==> src/rtl/osd_stm_riscv_capture_if.sv <==
// osd_stm_riscv_capture_if
//   Bundles the signals between the core retire/writeback port, the STM
//   trace input and the capture stage.
//   master : core/STM side. Drives retire, writeback and trace_reg_* and
//            observes the serialised trace stream and drop_count.
//   slave  : the capture stage. Consumes retire/writeback/trace_reg_* and
//            drives trace_valid/trace_id/trace_value/drop_count.
interface osd_stm_riscv_capture_if #(
    parameter int unsigned XLEN           = 64,
    parameter int unsigned REG_ADDR_WIDTH = 5
);
    logic [1:0]                retire_valid;
    logic [31:0]               retire_insn0;
    logic [31:0]               retire_insn1;
    logic [1:0]                wb_valid;
    logic [REG_ADDR_WIDTH-1:0] wb_addr0;
    logic [REG_ADDR_WIDTH-1:0] wb_addr1;
    logic [XLEN-1:0]           wb_data0;
    logic [XLEN-1:0]           wb_data1;
    logic                      trace_reg_enable;
    logic [REG_ADDR_WIDTH-1:0] trace_reg_addr;
    logic                      trace_valid;
    logic [15:0]               trace_id;
    logic [XLEN-1:0]           trace_value;
    logic [15:0]               drop_count;

    modport master (
        output retire_valid, retire_insn0, retire_insn1,
        output wb_valid, wb_addr0, wb_addr1, wb_data0, wb_data1,
        output trace_reg_enable, trace_reg_addr,
        input  trace_valid, trace_id, trace_value, drop_count
    );

    modport slave (
        input  retire_valid, retire_insn0, retire_insn1,
        input  wb_valid, wb_addr0, wb_addr1, wb_data0, wb_data1,
        input  trace_reg_enable, trace_reg_addr,
        output trace_valid, trace_id, trace_value, drop_count
    );
endinterface

==> src/rtl/osd_stm_riscv_capture.sv <==
// osd_stm_riscv_capture
//   Snoops a dual-issue RISC-V retire/writeback port, detects software trace
//   markers (addi x0, x0, imm with imm != 0) and pairs each one with the
//   current value of the register selected by the STM. Up to two events per
//   cycle are queued in a small FIFO and replayed to the STM at one event
//   per cycle (the STM has no back-pressure).
//   Ports:
//     clk  - clock
//     rst  - synchronous active-high reset
//     bus  - slave side of osd_stm_riscv_capture_if:
//            retire_valid/retire_insn0/1 : retired instructions (slot 0 older)
//            wb_valid/wb_addr0/1/wb_data0/1 : same-cycle register writebacks
//            trace_reg_enable/trace_reg_addr : capture enable and tracked reg
//            trace_valid/trace_id/trace_value : event stream to the STM
//            drop_count : saturating count of events lost to a full queue
module osd_stm_riscv_capture #(
    parameter int unsigned XLEN           = 64,
    parameter int unsigned REG_ADDR_WIDTH = 5,
    parameter int unsigned FIFO_DEPTH     = 4
) (
    input  logic                     clk,
    input  logic                     rst,
    osd_stm_riscv_capture_if.slave   bus
);

    localparam int unsigned IDX_W   = $clog2(FIFO_DEPTH);
    localparam int unsigned PTR_W   = IDX_W + 1;
    localparam int unsigned ENTRY_W = 16 + XLEN;

    typedef logic [ENTRY_W-1:0] entry_t;

    // addi x0, x0, imm with a non-zero immediate; imm == 0 is the canonical NOP
    function automatic logic is_marker(input logic [31:0] insn);
        return (insn[6:0]   == 7'b0010011) &&
               (insn[14:12] == 3'b000)     &&
               (insn[11:7]  == 5'd0)       &&
               (insn[19:15] == 5'd0)       &&
               (insn[31:20] != 12'd0);
    endfunction

    // ------------------------------------------------------------------
    // State
    // ------------------------------------------------------------------
    entry_t            mem [FIFO_DEPTH];
    logic [PTR_W-1:0]  wr_ptr;
    logic [PTR_W-1:0]  rd_ptr;
    logic [XLEN-1:0]   shadow;
    logic [15:0]       drop_q;

    // ------------------------------------------------------------------
    // Marker decode and value forwarding
    // ------------------------------------------------------------------
    logic              mark0;
    logic              mark1;
    logic              fwd0_hit;
    logic              fwd1_hit;
    logic [XLEN-1:0]   val1;
    entry_t            ev_a;
    entry_t            ev_b;
    logic [1:0]        n_ev;

    always_comb begin
        mark0    = bus.trace_reg_enable & bus.retire_valid[0] & is_marker(bus.retire_insn0);
        mark1    = bus.trace_reg_enable & bus.retire_valid[1] & is_marker(bus.retire_insn1);

        fwd0_hit = bus.wb_valid[0] && (bus.wb_addr0 == bus.trace_reg_addr) &&
                   (bus.trace_reg_addr != '0);
        fwd1_hit = bus.wb_valid[1] && (bus.wb_addr1 == bus.trace_reg_addr) &&
                   (bus.trace_reg_addr != '0);

        // Slot 1 sees the older slot's same-cycle write; slot 0 sees only the
        // pre-edge shadow. Neither slot sees its own write (markers write x0).
        val1     = fwd0_hit ? bus.wb_data0 : shadow;

        // Events are compacted so the first accepted one is always ev_a;
        // when only slot 1 carries a marker it moves into ev_a.
        ev_a     = mark0 ? {4'b0, bus.retire_insn0[31:20], shadow}
                         : {4'b0, bus.retire_insn1[31:20], val1};
        ev_b     = {4'b0, bus.retire_insn1[31:20], val1};
        n_ev     = 2'(mark0) + 2'(mark1);
    end

    // ------------------------------------------------------------------
    // FIFO occupancy, admission and drop accounting
    // ------------------------------------------------------------------
    logic [PTR_W-1:0]  count;
    logic              pop;
    logic [PTR_W-1:0]  occ_after;
    logic [PTR_W-1:0]  free_slots;
    logic [1:0]        n_push;
    logic [1:0]        n_drop;
    logic [16:0]       drop_sum;
    logic [15:0]       drop_next;

    always_comb begin
        count      = wr_ptr - rd_ptr;
        pop        = (count != '0);
        // The head leaves at the same edge, so its slot is already free
        occ_after  = count - PTR_W'(pop);
        free_slots = PTR_W'(FIFO_DEPTH) - occ_after;

        n_push = 2'd0;
        if (n_ev == 2'd2 && free_slots >= PTR_W'(2)) begin
            n_push = 2'd2;
        end else if (n_ev != 2'd0 && free_slots != '0) begin
            n_push = 2'd1;
        end
        n_drop    = n_ev - n_push;

        drop_sum  = 17'(drop_q) + 17'(n_drop);
        drop_next = drop_sum[16] ? 16'hFFFF : drop_sum[15:0];
    end

    // ------------------------------------------------------------------
    // Sequential state
    // ------------------------------------------------------------------
    always_ff @(posedge clk) begin
        if (rst) begin
            wr_ptr <= '0;
            rd_ptr <= '0;
            shadow <= '0;
            drop_q <= '0;
        end else begin
            rd_ptr <= rd_ptr + PTR_W'(pop);
            wr_ptr <= wr_ptr + PTR_W'(n_push);
            drop_q <= drop_next;
            // Youngest matching write wins; register 0 never updates
            if (fwd1_hit) begin
                shadow <= bus.wb_data1;
            end else if (fwd0_hit) begin
                shadow <= bus.wb_data0;
            end
        end
    end

    // Storage carries no reset: entries are only visible through the pointers
    logic [IDX_W-1:0] wr_idx0;
    logic [IDX_W-1:0] wr_idx1;

    always_comb begin
        wr_idx0 = wr_ptr[IDX_W-1:0];
        wr_idx1 = wr_ptr[IDX_W-1:0] + IDX_W'(1);
    end

    always_ff @(posedge clk) begin
        if (!rst) begin
            if (n_push != 2'd0) begin
                mem[wr_idx0] <= ev_a;
            end
            if (n_push == 2'd2) begin
                mem[wr_idx1] <= ev_b;
            end
        end
    end

    // ------------------------------------------------------------------
    // Outputs: head of queue, zeroed while empty
    // ------------------------------------------------------------------
    entry_t head;

    always_comb begin
        head = mem[rd_ptr[IDX_W-1:0]];
    end

    assign bus.trace_valid = pop;
    assign bus.trace_id    = pop ? head[ENTRY_W-1:XLEN] : '0;
    assign bus.trace_value = pop ? head[XLEN-1:0]       : '0;
    assign bus.drop_count  = drop_q;

endmodule
==> src/flat_wrapper.sv <==
// flat-port wrapper written by rule: the top's interface ports become plain ports
module osd_stm_riscv_capture_flat 
#(
    parameter int unsigned XLEN           = 64,
    parameter int unsigned REG_ADDR_WIDTH = 5,
    parameter int unsigned FIFO_DEPTH     = 4
)
  (clk, rst, bus_retire_valid, bus_retire_insn0, bus_retire_insn1, bus_wb_valid, bus_wb_addr0, bus_wb_addr1, bus_wb_data0, bus_wb_data1, bus_trace_reg_enable, bus_trace_reg_addr, bus_trace_valid, bus_trace_id, bus_trace_value, bus_drop_count);
  osd_stm_riscv_capture_if #(.XLEN(XLEN), .REG_ADDR_WIDTH(REG_ADDR_WIDTH)) bus_i ();
  input  logic clk;
  input  logic rst;
  input wire logic [$bits(bus_i.retire_valid)-1:0] bus_retire_valid;
  input wire logic [$bits(bus_i.retire_insn0)-1:0] bus_retire_insn0;
  input wire logic [$bits(bus_i.retire_insn1)-1:0] bus_retire_insn1;
  input wire logic [$bits(bus_i.wb_valid)-1:0] bus_wb_valid;
  input wire logic [$bits(bus_i.wb_addr0)-1:0] bus_wb_addr0;
  input wire logic [$bits(bus_i.wb_addr1)-1:0] bus_wb_addr1;
  input wire logic [$bits(bus_i.wb_data0)-1:0] bus_wb_data0;
  input wire logic [$bits(bus_i.wb_data1)-1:0] bus_wb_data1;
  input wire logic [$bits(bus_i.trace_reg_enable)-1:0] bus_trace_reg_enable;
  input wire logic [$bits(bus_i.trace_reg_addr)-1:0] bus_trace_reg_addr;
  output wire logic [$bits(bus_i.trace_valid)-1:0] bus_trace_valid;
  output wire logic [$bits(bus_i.trace_id)-1:0] bus_trace_id;
  output wire logic [$bits(bus_i.trace_value)-1:0] bus_trace_value;
  output wire logic [$bits(bus_i.drop_count)-1:0] bus_drop_count;
  assign bus_i.retire_valid = bus_retire_valid;
  assign bus_i.retire_insn0 = bus_retire_insn0;
  assign bus_i.retire_insn1 = bus_retire_insn1;
  assign bus_i.wb_valid = bus_wb_valid;
  assign bus_i.wb_addr0 = bus_wb_addr0;
  assign bus_i.wb_addr1 = bus_wb_addr1;
  assign bus_i.wb_data0 = bus_wb_data0;
  assign bus_i.wb_data1 = bus_wb_data1;
  assign bus_i.trace_reg_enable = bus_trace_reg_enable;
  assign bus_i.trace_reg_addr = bus_trace_reg_addr;
  assign bus_trace_valid = bus_i.trace_valid;
  assign bus_trace_id = bus_i.trace_id;
  assign bus_trace_value = bus_i.trace_value;
  assign bus_drop_count = bus_i.drop_count;
  osd_stm_riscv_capture #(.XLEN(XLEN), .REG_ADDR_WIDTH(REG_ADDR_WIDTH), .FIFO_DEPTH(FIFO_DEPTH)) u_core (.clk(clk), .rst(rst), .bus(bus_i));
endmodule
==> config.mk <==
export PLATFORM = sky130hd
export DESIGN_NAME = osd_stm_riscv_capture_flat
export DESIGN_NICKNAME = d
export VERILOG_FILES = /design/src/rtl/osd_stm_riscv_capture_if.sv /design/src/rtl/osd_stm_riscv_capture.sv /design/src/flat_wrapper.sv
export SDC_FILE = /design/constraint.sdc
export NUM_CORES = 1
export LEC_CHECK = 0
export CAP_MARGIN = 20
export CORE_AREA = 2 2 191 193
export DETAILED_ROUTE_END_ITERATION = 10
export DIE_AREA = 0 0 193 195
export GPL_TIMING_DRIVEN = 0
export PLACE_DENSITY = 0.81
export SLEW_MARGIN = 10
export SYNTH_ARGS = -nofsm -noshare
export SYNTH_HDL_FRONTEND = slang
export SYNTH_SLANG_ARGS = --single-unit
==> constraint.sdc <==
create_clock -name clk -period 28.4 [get_ports clk]
set_input_delay 8.52 -clock clk [delete_from_list [all_inputs] [get_ports clk]]
set_output_delay 8.52 -clock clk [all_outputs]
set_load 0.01 [all_outputs]
==> results of run 1 <==
[cell type report]
cell class,count,area [µm²]
clock buffer,63,1210
inverter,13,48.8
clock inverter,10,85.1
antenna,3,7.51
sequential,390,10900
buffer,113,583
tap,461,577
timing repair buffer,341,3460
multi-input combinational,871,7830
fill,2468,10700
[logic make-up after synthesis]
kind of cell | count (synthesis)
compound gates | 228
xor+xnor | 27
fa+ha+maj | 15
buf+inv | 126
flops | 390
mux | 252
other cells | 1
simple gates | 345
[placed cells by master, fill, tap and decap left out, types with 18 or more instances in the layout]
cell type	n
o2bb2ai_1	128
dfxtp_1	86
buf_2	43
mux4_2	76
clkbuf_16	41
nor2_1	77
xnor2_1	18
buf_4	25
edfxtp_1	304
nor2b_1	82
nand2_1	135
clkbuf_1	61
mux2_2	166
clkdlybuf4s50_1	306
a311oi_1	65
[registers in the layout, indices dropped and copies added (netlist names)]
name                   count
u_core.bus.drop_count     16
u_core.mem               304
u_core.wr_ptr              3
u_core.rd_ptr              3
u_core.shadow             64
[stage by stage]
stage	hold slack [ns]	instances	util [%]
floorplan	0.481	1387	-
global placement	0.499	2154	64.7
detailed placement	0.510	2189	66.0
CTS	0.524	2262	69.6
global route	0.557	2265	69.7
finish	0.523	2265	69.7
[worst max-delay path, stage by stage]
cell and delay, ns:
clkdlybuf4s50_1 0.50, nor4bb_1 0.62, nand4_1 0.38, or3_1 0.44
inv_1 0.10, ha_1 0.28, o21ai_1 0.28, nor2b_1 0.24
ha_1 0.20, xor2_1 0.16, xnor2_1 0.23, fa_1 0.29
nand4_1 0.20, nor4b_1 0.81, nand3_1 0.30, clkbuf_1 0.31
a21oi_1 0.20
[metal layers]
layer	global-route usage, %	routed length [µm]
met1	37.6	21300
met2	50.2	27600
met3	5.37	4870
met4	10.9	2010
met5	0	25
[worst max-delay path by stage]
stage | from | endpoint | slack, ns | depth (start not counted)
finish | bus_trace_reg_enable | u_core.bus.drop_count[10]$_SDFF_PP0_ | 14.78 | 17
global placement | bus_trace_reg_enable | u_core.mem[2][47]$_DFFE_PP_ | 0.22 | 7
global route | bus_trace_reg_enable | u_core.bus.drop_count[10]$_SDFF_PP0_ | 14.45 | 17
floorplan | bus_retire_insn0[6] | u_core.mem[2][0]$_DFFE_PP_ | 9.19 | 6
CTS | bus_trace_reg_enable | u_core.bus.drop_count[10]$_SDFF_PP0_ | 14.94 | 17
detailed placement | bus_trace_reg_enable | u_core.bus.drop_count[10]$_SDFF_PP0_ | 14.40 | 17
[report_power, final]
group	internal [W]	switching (W)	total [W]
registers	0.000616	0.00000519	0.000622
logic	0.000279	0.000247	0.000526
clock network	0.000302	0.000219	0.000521
total	0.00120	0.000471	0.00167
==> impl_metrics.yaml, run 1 <==
run_status:
  status: "finished, final reports clean"
clocking:
  clockBufferDepth: 3
  cts_tree: "built"
  holdBufCountCts: 0
  cts_resized: 0
  clk_latency_ns: 0.54
  cts_setup_buffers: 0
  clkTransAtPathRegs_ns: 0.06
  cts_sinks: 390
  cts-root-buf: "clkbuf_16"
  cts_made_buffers: 40
  h-tree-depth: 2
synth:
  syn_area_um2: 19300
  yosysWarningCount: 0
  synthCells: 1384
  netlist_top_cells_count: "edfxtp_1, mux2_2, nand2_1, o2bb2ai_1, dfxtp_1"
  synthMuxAreaShare_pct: 19.2
  yosysMostFrequentCell: "edfxtp_1"
  async_flop_share_pct: 0
  avgSynthCellArea_um2: 13.9
  synthTopCellsByArea: "edfxtp_1, mux2_2, dfxtp_1"
  synth_top_area_share_pct: 47.4
  ys_types: 49
  synthFlopType: "edfxtp_1"
  synth_top_family_by_area: "multiplexers"
  synth_top_cell_by_area: "edfxtp_1"
  synth_adder_area_share_pct: 1.09
  synth_xor_area_share_pct: 1.40
  synth_edf_count: 304
  synth_simple_gate_area_share_pct: 8.47
  synth-seq-area-share_pct: 56.3
  ys_ff_latch: 390
  synth_compound_area_share_pct: 10.2
worst_setup_path:
  required_ns: 28.85
  r2r-start: "u_core.wr_ptr[1]$_SDFF_PP0_"
  reg2reg_to: "u_core.bus.drop_count[10]$_SDFF_PP0_"
  regToRegSetupSlack_ns: 20.93
  critPathCaptureType: "register"
  rr_worst_depth: 22
  start_kind: "input pin"
  cp_max_fo: 10
  worstPathArrival_ns: 14.07
  crit_type: "in2reg"
finish:
  drive_gt1_share_pct: 22.7
  final_cell_area_um2: 24700
  nets: 1999
  area_growth_syn_to_layout_pct: 28.0
placed_design:
  gp_congestion: 0.817
  portBuffers: 306
  place.detailed.hpwl_mm: 39.0
  place_area_um2: 23400
  pre_cts_slack_ns: 14.40
route:
  first_pass_iters: 5
  wl_per_cell_um: 24.6
  drt_iter0_drc: 1309
  drtAntennaViolNets: 0
  route.detailed.drc: 0
  wirelength_mm: 55.8
  vias_per_cell: 6.18
  vias: 13996
floorplan:
  coreArea_um2: 35400
  die_h_um: 195
  dieArea_um2: 37600
  die_w_um: 193
  ios: 311
  initial_core_util_pct: 54.4
  rows: 69
timing:
  min_period_ns: 13.62
  rsz0062_at_grt: "no"
  slew_headroom_pct: 26.5
  fin_setup_tns_ns: 0
  postLayoutSetupSlackWorst_ns: 14.78
  min_period_over_period_pct: 48.0
  fin_worst_skew_ns: 0.0114
  finalSetupViolations: 0
  drv_slew: 0
  hold_viol: 0
  fmax_mhz: 73.4
  worstMarginPinSlew_ns: 1.10
power_and_ir_drop:
  p_leak_nw: 8.30
  p_total_w: 0.00167
  power_density_nw_per_um2: 67.7
  ir_worst_vdd_uv: 48.4
grt:
  grt_pass1_wl_mm: 83.6
  grt.total_usage_pct: 29.5
  grt_pass1_vias: 14491
  gr-total-overflow: 0
  antenna_found_initial: 6
  grt_max_degree: 16
worst_hold_path:
  hold_class: "reg2reg"
  hold_start: "u_core.shadow[19]$_SDFF_PP0_"
  hold_depth: 2
  hold_end: "u_core.shadow[19]$_SDFF_PP0_"
run:
  drv_cap: 0
No activity file was read; power rests on OpenSTA's default activity.
==> run 2, diff against run 1 <==
- CORE_AREA: 2 2 191 193 -> 2 2 202 204
- DIE_AREA: 0 0 193 195 -> 0 0 204 206
- PLACE_DENSITY: 0.81 -> 0.76
- clock period: 28.4 -> 12.5 ns (I/O delays scaled with it)
==> run 2 against run 1 <==
  * First-iteration DRC count down 13%
  * Cell area rose by 0.81%
  * Register-to-register slack lost 16 ns
  * Largest cell class unchanged
==> impl_metrics.yaml, run 2 (same netlist as run 1, synthesis figures left out) <==
placed_design:
  portBuffers: 306
  place.detailed.hpwl_mm: 39.4
  gp_congestion: 0.835
  pre_cts_slack_ns: 3.51
grt:
  grt_pass1_vias: 14326
  grt.total_usage_pct: 26.5
  grt_max_degree: 15
  gr-total-overflow: 0
  grt_pass1_wl_mm: 84.1
  antenna_found_initial: 4
worst_setup_path:
  slowest_stage: "nor4b_1"
  crit_path_frequent_cell: "ha_1"
  critPathCaptureType: "register"
  path_cells: "clkdlybuf4s50_1 -> nor4_1 -> nand3b_1 -> or3_1 -> inv_1 -> ha_1 -> o21ai_1 -> nor2b_1 -> ha_1 -> xor2_1 -> xnor2_1 -> fa_1 -> nand4_1 -> nor4b_1 -> nand3_1 -> clkbuf_1 -> a21oi_1"
  required_ns: 12.95
  worstPathArrival_ns: 9.00
  start_kind: "input pin"
  regToRegSetupSlack_ns: 4.80
  slowest_delay_ns: 0.82
  r2r-start: "u_core.wr_ptr[1]$_SDFF_PP0_"
  reg2reg_to: "u_core.bus.drop_count[6]$_SDFF_PP0_"
  crit_type: "in2reg"
  path_delay_family: "simple AND/OR/NAND/NOR gates"
  rr_worst_depth: 22
  critPathBufInv: 3
  cp_max_fo: 10
power_and_ir_drop:
  ir_worst_vdd_uv: 128
  p_total_w: 0.00383
  power_density_nw_per_um2: 154
  p_leak_nw: 8.24
worst_hold_path:
  hold_class: "reg2reg"
  hold_end: "u_core.shadow[26]$_SDFF_PP0_"
  hold_start: "u_core.shadow[26]$_SDFF_PP0_"
  hold_depth: 2
route:
  wirelength_mm: 56.2
  drtAntennaViolNets: 0
  vias: 13928
  first_pass_iters: 5
  drt_iter0_drc: 1138
  wl_per_cell_um: 24.0
  vias_per_cell: 5.95
  route.detailed.drc: 0
run_status:
  status: "finished, final reports clean"
timing:
  slew_headroom_pct: 30.6
  min_period_over_period_pct: 68.4
  min_period_ns: 8.56
  postLayoutSetupSlackWorst_ns: 3.95
  drv_slew: 0
  fin_worst_skew_ns: 0.0394
  worstMarginPinSlew_ns: 1.04
  hold_viol: 0
  rsz0062_at_grt: "no"
  fmax_mhz: 117
  finalSetupViolations: 0
floorplan:
  die_w_um: 204
  rows: 74
  dieArea_um2: 42000
  ios: 311
  initial_core_util_pct: 47.9
  coreArea_um2: 40200
  die_h_um: 206
clocking:
  clockBufferDepth: 3
  cts_tree: "built"
  cts_resized: 0
  h-tree-depth: 2
  cts-root-buf: "clkbuf_16"
  holdBufCountCts: 0
  cts_sinks: 390
  cts_setup_buffers: 0
  cts_made_buffers: 42
  clkTransAtPathRegs_ns: 0.06
  clk_latency_ns: 0.56
finish:
  largest-register: "u_core.mem"
  layout_common_cells: "clkdlybuf4s50_1, edfxtp_1, mux2_2, nand2_1, o2bb2ai_1"
  largest_register_ffs: 304
  fill_cells: 3110
  drive_gt1_share_pct: 22.6
  final_common_cell: "clkdlybuf4s50_1"
  area_growth_syn_to_layout_pct: 29.0
  nets: 1999
run:
  drv_cap: 0
run 2: cell types whose count changed in the layout (fill, tap and decap cells not counted), moves of 2 or more:
cell	change
buf_4	-9
buf_8	+6
clkbuf_16	+2
clkbuf_8	-7
clkinv_1	+4
clkinv_2	+4
clkinv_8	+3
diode_2	+2
inv_6	-2
run 2: metal layers:
metal	track usage [%]	up-vias	part of all wire, %
met1	34.4	6957	40
met3	4.21	105	8.2
met4	8.13	0	2.4
met2	45.9	646	50
met5	0	-	0
li1	-	6220	-
run 2: worst max path at each step:
stage                           startpoint                                   to  slack (ns)  depth (start not counted)
2_1_floorplan          bus_retire_insn0[6]           u_core.mem[1][0]$_DFFE_PP_        1.14                          7
3_3_place_gp           bus_retire_insn0[6]           u_core.mem[1][7]$_DFFE_PP_       -5.05                          8
3_5_place_dp           bus_retire_insn0[6]  u_core.bus.drop_count[6]$_SDFF_PP0_        3.51                         17
4_1_cts        u_core.wr_ptr[1]$_SDFF_PP0_                  bus_trace_value[61]        3.90                          9
5_1_grt                bus_retire_insn0[6]  u_core.bus.drop_count[3]$_SDFF_PP0_        3.55                         17
6_report               bus_retire_insn0[6]  u_core.bus.drop_count[6]$_SDFF_PP0_        3.95                         17
run 2: through the flow:
stage	TNS (ns)	area, µm²	instances	hold slack (ns)	utilization (%)
after floorplan	0	19300	1387	0.481	-
after global placement	-1193.48	23000	2225	0.500	57.2
after detailed placement	0	23500	2258	0.509	58.5
after CTS	0	24800	2335	0.521	61.8
after global routing	0	24800	2337	0.546	61.8
final	0	24900	2340	0.521	61.8
run 2: where the power goes:
| part | internal [W] | total, W | switching (W) |
|---|---|---|---|
| sequential | 0.00140 | 0.00141 | 0.0000122 |
| combinational | 0.000634 | 0.00120 | 0.000571 |
| clock | 0.000695 | 0.00121 | 0.000513 |
run 2: cell type report:
| cell class | count | area (µm²) | area share (%) |
|---|---|---|---|
| Multi-Input combinational cell | 871 | 7840 | 31.6 |
| Clock inverter | 20 | 180 | 0.725 |
| Timing Repair Buffer | 339 | 3510 | 14.1 |
| Antenna cell | 5 | 12.5 | 0.0503 |
| Inverter | 13 | 48.8 | 0.196 |
| Tap cell | 532 | 666 | 2.68 |
| Clock buffer | 57 | 1160 | 4.66 |
| Sequential cell | 390 | 10900 | 43.7 |
| Buffer | 113 | 583 | 2.35 |
run 2: tightest hold or removal path, stage by stage (launching register included):
cell	delay (ns)
dfxtp_1	0.33
nand2_1	0.06
a311oi_1	0.08
==> run 3, diff against run 2 <==
- CORE_AREA: 2 2 202 204 -> 2 2 192 194
- DIE_AREA: 0 0 204 206 -> 0 0 194 196
- PLACE_DENSITY: 0.76 -> 0.8
- clock period: 12.5 -> 8.55 ns (I/O delays scaled with it)
==> run 3 against run 2 <==
  * Worst hold slack about the same
  * Cell area down 0.37%
  * Utilization up 6.8 points
  * Via count up 1.2%
  * Global-route usage up 2.2 points
  * Clock skew down 0.024 ns
  * Sequential share of layout area up 0.16 points
  * Total power up 46%
  * Critical path depth up 5
  * Sequential cell count unchanged
  * Cell count down 3.0%
  * Highest routed layer is now met5
==> impl_metrics.yaml, run 3 (same netlist as run 1, synthesis figures left out) <==
floorplan:
  die_h_um: 196
  die_w_um: 194
  initial_core_util_pct: 53.4
  dieArea_um2: 38000
  rows: 70
  ios: 311
  coreArea_um2: 36100
finish:
  nets: 1999
  largest_register_ffs: 304
  largest-register: "u_core.mem"
  final_common_cell: "clkdlybuf4s50_1"
  layout_common_cells: "clkdlybuf4s50_1, edfxtp_1, mux2_2, nand2_1, o2bb2ai_1"
  area_growth_syn_to_layout_pct: 28.6
  drive_gt1_share_pct: 22.6
worst_setup_path:
  required_ns: 9.01
  start_kind: "register"
  crit_type: "reg2reg"
  critPathBufInv: 6
  cp_max_fo: 10
  slowest_delay_ns: 0.77
  slowest_stage: "nor4b_1"
  worstPathArrival_ns: 8.10
  crit_path_frequent_cell: "clkbuf_1"
  path_delay_family: "buffers and inverters"
  critPathCaptureType: "register"
  path_cells: "inv_1 -> fa_1 -> xnor3_2 -> and3_1 -> clkbuf_1 -> clkbuf_1 -> clkbuf_1 -> ha_1 -> inv_1 -> ha_1 -> xnor2_4 -> o21ai_1 -> nor2b_1 -> ha_1 -> xor2_1 -> xnor2_1 -> fa_1 -> nand4_1 -> nor4b_1 -> nand3_1 -> clkbuf_1 -> a21oi_1"
timing:
  hold_slack_ns: 0.521
  fin_worst_skew_ns: 0.0156
  fin_setup_tns_ns: 0
  worstMarginPinSlew_ns: 0.949
  fmax_mhz: 131
  min_period_over_period_pct: 89.4
  finalSetupViolations: 0
  drv_slew: 0
  min_period_ns: 7.64
  hold_viol: 0
  rsz0062_at_grt: "no"
  slew_headroom_pct: 35.8
power_and_ir_drop:
  power_density_nw_per_um2: 226
  p_leak_nw: 8.34
  p_total_w: 0.00560
  ir_worst_vdd_uv: 179
grt:
  gr-total-overflow: 0
  grt_pass1_wl_mm: 83.8
  grt_max_degree: 15
  antenna_found_initial: 3
  grt.total_usage_pct: 28.7
  grt_pass1_vias: 14640
route:
  drt_iter0_drc: 1152
  wl_per_cell_um: 24.3
  vias_per_cell: 6.21
  first_pass_iters: 5
  vias: 14101
  drtAntennaViolNets: 0
  route.detailed.drc: 0
  wirelength_mm: 55.3
clocking:
  clk_latency_ns: 0.54
  h-tree-depth: 2
  cts_sinks: 390
  cts_resized: 0
  clkTransAtPathRegs_ns: 0.06
  cts-root-buf: "clkbuf_16"
  holdBufCountCts: 0
  cts_tree: "built"
  cts_setup_buffers: 0
  cts_made_buffers: 41
  clockBufferDepth: 3
placed_design:
  portBuffers: 306
  place.detailed.hpwl_mm: 38.5
  gp_congestion: 0.841
worst_hold_path:
  hold_class: "reg2reg"
run_status:
  status: "finished, final reports clean"
run:
  drv_cap: 0
-- run 3: changes by cell type in the layout (fill, tap and decap cells not counted), moves of 3 or more --
| cell | delta |
|---|---|
| diode_2 | -4 |
| bufinv_16 | +3 |
| clkinv_8 | -3 |
| clkinv_1 | -3 |
| buf_8 | +3 |
-- run 3: per-layer routing --
layer | wire length, µm | track usage, % | vias up
met1 | 21000 | 37.0 | 7004
li1 | - | - | 6218
met5 | 16 | 0 | -
met4 | 1800 | 10.3 | 2
met3 | 5130 | 5.54 | 129
met2 | 27300 | 48.6 | 748
-- run 3: worst reg2reg max path: stages (launching register included) --
cell      delay, ns
dfxtp_1        0.48
inv_1          0.25
fa_1           0.45
xnor3_2        0.30
and3_1         0.17
clkbuf_1       0.45
clkbuf_1       0.63
clkbuf_1       0.60
ha_1           0.27
inv_1          0.05
ha_1           0.25
xnor2_4        0.19
o21ai_1        0.56
nor2b_1        0.29
ha_1           0.20
xor2_1         0.18
xnor2_1        0.18
fa_1           0.29
nand4_1        0.19
nor4b_1        0.77
nand3_1        0.32
clkbuf_1       0.32
a21oi_1        0.20
-- run 3: final timing paths --
kind	startpoint	endpoint	slack, ns	cells after the start
hold / removal	u_core.shadow[20]$_SDFF_PP0_	u_core.shadow[20]$_SDFF_PP0_	0.52	2
setup / recovery	u_core.wr_ptr[1]$_SDFF_PP0_	u_core.bus.drop_count[10]$_SDFF_PP0_	0.91	22
hold reg to reg	u_core.shadow[20]$_SDFF_PP0_	u_core.shadow[20]$_SDFF_PP0_	0.52	2
setup reg to reg	u_core.wr_ptr[1]$_SDFF_PP0_	u_core.bus.drop_count[10]$_SDFF_PP0_	0.91	22
-- run 3: power breakdown --
group	leakage [nW]	switching (W)	internal, W
sequential	3.47	0.0000175	0.00205
clock	0.647	0.000725	0.00106
combinational	4.22	0.000816	0.000929
total	8.34	0.00156	0.00404
-- run 3: metrics by stage --
stage | util [%] | worst slack [ns] | std cells | instance area (µm²)
after CTS | 68.6 | 0.836 | 2268 | 24800
after detailed placement | 64.9 | 0.738 | 2194 | 23400
after global routing | 68.6 | 0.359 | 2269 | 24800
final | 68.6 | 0.907 | 2270 | 24800
after floorplan | - | -1.63 | 1387 | 19300
after global placement | 63.5 | -7.67 | 2161 | 22900
-- run 3: area by class of cell --
cell class / count / area [µm²]
Sequential cell: 390 / 10900
Antenna cell: 1 / 2.50
Tap cell: 468 / 586
Clock inverter: 18 / 223
Clock buffer: 56 / 1110
Multi-Input combinational cell: 871 / 7840
Fill cell: 2560 / 11300
Timing Repair Buffer: 340 / 3510
Buffer: 113 / 583
Inverter: 13 / 48.8
